$ cat config.mk
export PLATFORM = sky130hd
export DESIGN_NAME = hub75_frame_scheduler
export DESIGN_NICKNAME = d
export VERILOG_FILES = /design/src/rtl/hub75_pkg.sv /design/src/rtl/hub75_write_fifo.sv /design/src/rtl/hub75_frame_scheduler.sv
export SDC_FILE = /design/constraint.sdc
export NUM_CORES = 1
export LEC_CHECK = 0
export CAP_MARGIN = 20
export CORE_MARGIN = 5
export CORE_UTILIZATION = 30
export DETAILED_ROUTE_END_ITERATION = 10
export GPL_ROUTABILITY_DRIVEN = 0
export PLACE_DENSITY_LB_ADDON = 0.12
export SYNTH_ARGS = -nofsm -noshare
export SYNTH_HDL_FRONTEND = slang
export SYNTH_SLANG_ARGS = --single-unit
$ cat constraint.sdc
create_clock -name clk -period 4.6 [get_ports clk]
set_input_delay 1.15 -clock clk [delete_from_list [all_inputs] [get_ports clk]]
set_output_delay 1.15 -clock clk [all_outputs]
set_load 0.05 [all_outputs]
$ cat src/rtl/hub75_pkg.sv
// hub75_pkg: shared constants and types for the HUB75 frame scheduler
package hub75_pkg;
  localparam int BANK_WORDS = 256;
  localparam int WORD_W = 64;
  localparam logic [4:0] LINE_LAST = 5'd31;
  typedef struct packed {
    logic [$clog2(BANK_WORDS)-1:0] addr;
    logic [WORD_W-1:0] data;
  } wr_entry_t;
  typedef enum logic {S_IDLE, S_PENDING} bank_state_e;
endpackage

$ cat src/rtl/hub75_write_fifo.sv
// hub75_write_fifo: synchronous host write FIFO with full/empty flags
module hub75_write_fifo
  import hub75_pkg::*;
#(
  parameter int DEPTH = 4
) (
  input  logic      clk,
  input  logic      rst,
  input  logic      push_i,
  input  logic      pop_i,
  input  wr_entry_t din_i,
  output wr_entry_t dout_o,
  output logic      full_o,
  output logic      empty_o
);
  localparam int AW = $clog2(DEPTH);
  logic [AW:0] wp_q, rp_q;
  wr_entry_t mem_q [DEPTH];
  // pointers carry an extra wrap bit to tell full from empty
  always_ff @(posedge clk) begin
    if (rst) begin
      wp_q <= '0;
      rp_q <= '0;
    end else begin
      if (push_i) wp_q <= wp_q + 1'b1;
      if (pop_i) rp_q <= rp_q + 1'b1;
    end
  end
  // storage needs no reset; the pointers define validity
  always_ff @(posedge clk) begin
    if (push_i) mem_q[wp_q[AW-1:0]] <= din_i;
  end
  assign dout_o = mem_q[rp_q[AW-1:0]];
  assign empty_o = wp_q == rp_q;
  assign full_o = (wp_q ^ rp_q) == {1'b1, {AW{1'b0}}};
endmodule

$ cat src/rtl/hub75_frame_scheduler.sv
// hub75_frame_scheduler: double-buffered frame BRAM arbiter with frame-boundary bank swap
module hub75_frame_scheduler
  import hub75_pkg::*;
#(
  parameter int FIFO_DEPTH = 4,
  parameter int FCNT_W = 16
) (
  input  logic              clk,
  input  logic              rst,
  input  logic              rd_en,
  input  logic [7:0]        rd_addr,
  output logic [63:0]       rd_data,
  input  logic [4:0]        line,
  input  logic              line_next,
  input  logic              wr_valid,
  output logic              wr_ready,
  input  logic [7:0]        wr_addr,
  input  logic [63:0]       wr_data,
  input  logic              commit,
  output logic              commit_pending,
  output logic              swap_done,
  output logic              front_bank,
  output logic [FCNT_W-1:0] frame_count,
  output logic [8:0]        bram_addr,
  output logic              bram_en,
  output logic              bram_we,
  output logic [63:0]       bram_wrdata,
  input  logic [63:0]       bram_rddata
);
  wr_entry_t head;
  logic full, empty, push, pop, boundary, swap;
  bank_state_e state_q, state_d;
  logic front_bank_q, swap_done_q;
  logic [FCNT_W-1:0] frame_count_q;
  assign push = wr_valid && wr_ready;
  assign pop = !rst && !rd_en && !empty;
  assign boundary = line_next && line == LINE_LAST;
  assign swap = boundary && state_q == S_PENDING && empty;
  assign wr_ready = !rst && !full && !commit_pending;
  assign rd_data = bram_rddata;
  hub75_write_fifo #(.DEPTH(FIFO_DEPTH)) u_fifo (
    .clk(clk),
    .rst(rst),
    .push_i(push),
    .pop_i(pop),
    .din_i('{addr: wr_addr, data: wr_data}),
    .dout_o(head),
    .full_o(full),
    .empty_o(empty)
  );
  // commit state register
  always_ff @(posedge clk) begin
    state_q <= rst ? S_IDLE : state_d;
  end
  // a commit arms the swap; a qualifying boundary fires it, repeat commits are ignored
  always_comb begin
    state_d = state_q == S_IDLE ? (commit ? S_PENDING : S_IDLE) : (swap ? S_IDLE : S_PENDING);
  end
  // commit state outputs
  always_comb begin
    commit_pending = state_q == S_PENDING;
  end
  // bank select, swap pulse and frame counter
  always_ff @(posedge clk) begin
    if (rst) begin
      front_bank_q <= 1'b0;
      swap_done_q <= 1'b0;
      frame_count_q <= '0;
    end else begin
      front_bank_q <= front_bank_q ^ swap;
      swap_done_q <= swap;
      frame_count_q <= frame_count_q + FCNT_W'(boundary);
    end
  end
  assign front_bank = front_bank_q;
  assign swap_done = swap_done_q;
  assign frame_count = frame_count_q;
  // reader owns the port whenever it asks; queued writes fill idle cycles into the back bank
  always_comb begin
    bram_en = rd_en || pop;
    bram_we = pop;
    bram_addr = rd_en ? {front_bank_q, rd_addr} : {~front_bank_q, head.addr};
    bram_wrdata = head.data;
  end
endmodule

==> impl_results.md <==
- Drt first pass iters: 4
- Drt drc: 0
- CP endpoint kind: output pin
- Clock root buffer: clkbuf_16
- Fin Setup TNS: 0 ns
- Stages on worst setup path: 3
- Slew margin rel.: 59.5%
- Std-Cell Rows: 74
- Slowest CP cell: clkdlybuf4s50_1
- RR Startpoint: u_fifo.wp_q[0]
- Crit path largest cell delay: 0.74 ns
- Worst Reg-to-Reg Cells: 4
- First-pass GRT wire length: 42900 um
- Final setup fails: 0
- Crit start category: register
- CP Capture Point: bram_wrdata[58]
- H-tree Lvls: 2
- Post-synth top area cell: edfxtp_1
- Arr. time, crit path: 2.72 ns
- F_max: 258 MHz
- WL final: 28900 um
- DRT iter0 DRCs: 280
- Latest clock arrival within the worst-skew pair: 0.53 ns
- Clock-pin transition on the worst setup and hold timing paths: 0.06 ns
- Hold path depth: 2
- Die X: 213 um
- Initial core utilization: 30.2%
- Die area: 0.0452 mm2
- Largest net degree at the start of global routing: 41
- Outcome: complete, no violations
- Peak VDD IR: 0.217 mV
- Slew @ Worst Pin: 0.608 ns
- Antenna viol nets, final: 0
- Critical path buffer and inverter count: 2
- GRT overflow: 0
- Flop2flop setup slack: 1.99 ns
- Vias: 5946
- Post-CTS Setup Inserts: 0
- Max Buffers Root-to-Sink: 3
- Syn Std Cell Area: 0.0123 mm2
- Global router's overall resource usage: 12.8%
- Number of I/O port buffers: 185
- Leak: 4.84 nW
- Layout Skew: 0.0211 ns
- Seq/Total Area, Yosys: 74.7%
- CP required: 3.45 ns
- Io pins: 314
- Hold WC Path Type: register to register
- Num CTS Buffers: 36
- Crit Path Max Fanout: 31
- Period minus WS final: 3.87 ns
- Vias in the first global route: 6706
- Part of the cycle the worst path needs: 84.2%
- Final Hold Vio Count: 0
- Die extent in y: 213 um
- Top cell type's share of synthesized area: 70.3%
- Post-synth top flop: edfxtp_1
- Initial antenna violation count: 6
- Critical Path, Cell by Cell: buf_12 -> mux4_2 -> clkdlybuf4s50_1
- WHS: 0.523 ns
- Reg2reg end: u_fifo.mem_q[1][70]
- Routed WL per cell: 22.3 um
- Area grow syn2layout: 26.1%
- Critical path class: register to output pin
- TritonCTS clock tree: yes
- EDFF count, synth: 288
- Clock sinks: 315
- RSZ-0062 raised after global routing: false
- Yosys cell types: 38
- Post-CTS Hold Buffers: 0
- Core area: 0.0407 mm2
- Mean number of vias per cell: 4.58
- Syn_nets: 755
- Yosys warnings: 0
- FF+latch count, synth: 315
- Power per cell area: 477 mW/mm2
- Avg Cell Area, Syn: 20.8 um2
- Detailed placer's ending HPWL: 18300 um
- Post-synth ARST share: 0%
- Synth top area cells: edfxtp_1 70%, mux4_2 13%, dfxtp_1 4.4%
- Cts repair resizes: 0
- Final nets: 903
- Final Max Slew Viols: 0
- Max-cap violation count: 0
- Layout cell share with drive strength beyond 1: 21.7%
- CP delay by family, top: buffers and inverters
- Synth Instances: 593
-- layout by cell type, fill, tap and decap left out, types with 7 or more instances in the layout --
| cell type | netlist | final |
|---|---|---|
| ha_1 | 7 | 7 |
| edfxtp_1 | 288 | 288 |
| mux4_2 | 72 | 72 |
| clkdlybuf4s50_1 | 0 | 173 |
| clkbuf_16 | 0 | 38 |
| dfxtp_1 | 27 | 25 |
| buf_12 | 0 | 9 |
| xnor2_1 | 12 | 12 |
| buf_4 | 65 | 13 |
| nand2_1 | 7 | 7 |
| mux2_2 | 9 | 9 |
| clkinv_1 | 0 | 7 |
| nor2_1 | 22 | 22 |
-- worst min path at each step --
stage	end	startpoint	slack [ns]
2_1_floorplan	register	u_fifo.rp_q[1]	0.52
5_1_grt	frame_count[14]	frame_count[14]	0.56
4_1_cts	frame_count[14]	frame_count[14]	0.53
3_5_place_dp	frame_count[14]	frame_count[14]	0.52
3_3_place_gp	frame_count[14]	frame_count[14]	0.51
6_report	frame_count[14]	frame_count[14]	0.52
-- tightest hold or removal path, cell delays in order (launching register included) --
cell and delay [ns]:
dfxtp_1 0.33, o21ai_0 0.08, a21oi_1 0.06
-- flip-flops by register name, summed over array words and instances, names as in the netlist, named ones only --
register        cells
frame_count        16
u_fifo.wp_q         3
swap_done           1
front_bank          1
u_fifo.rp_q         3
u_fifo.mem_q      288
commit_pending      1
-- metal layers --
layer | part of all wire (%) | track usage [%]
met1 | 39 | 15.3
met2 | 48 | 21.0
met3 | 10 | 5.27
met4 | 2.1 | 4.28
met5 | 0.20 | 0
-- final cells by class --
cell class / instances / area, um2
multi-input combinational: 187 / 2490
inverter: 6 / 22.5
tap: 532 / 666
antenna: 3 / 7.51
fill: 3744 / 25200
clock buffer: 42 / 976
sequential: 315 / 9200
clock inverter: 17 / 149
timing repair buffer: 195 / 2010
-- cells in the mapped netlist, drive strengths merged, types with 4 or more instances --
library cell  count
a21oi             5
and3              7
buf              83
dfxtp            27
edfxtp          288
ha                7
inv               6
mux2             10
mux4             72
nand2             7
nand3             6
nand4             7
nor2             22
nor2b             4
nor3              4
xnor2            14
xor2              4
-- cell families after synthesis --
family	Yosys count	share of synthesized area (%)
flops	315	74.7
buf+inv	91	5.28
mux	83	14.2
simple gates	64	2.79
xor+xnor	18	1.40
compound gates	15	0.986
fa+ha+maj	7	0.712
-- through the flow --
stage / cells / setup WS [ns] / util (%) / cell area, um2 / power, mW
floorplan: 593 / 0.324 / - / 12300 / 4.41
CTS: 1294 / 0.647 / 38.1 / 15500 / 7.54
global route: 1294 / 0.615 / 38.1 / 15500 / 7.70
finish: 1297 / 0.725 / 38.1 / 15500 / 7.40
detailed placement: 1235 / 0.976 / 35.3 / 14400 / 4.76
global placement: 1235 / 0.969 / 35.3 / 14400 / 4.76
-- power by group --
group          internal [mW]  total [mW]  switching (mW)
logic                  0.580        1.44           0.859
registers               3.19        3.23          0.0395
clock network           1.62        2.73            1.11
Note: power is estimated with default switching activity, not from simulation.
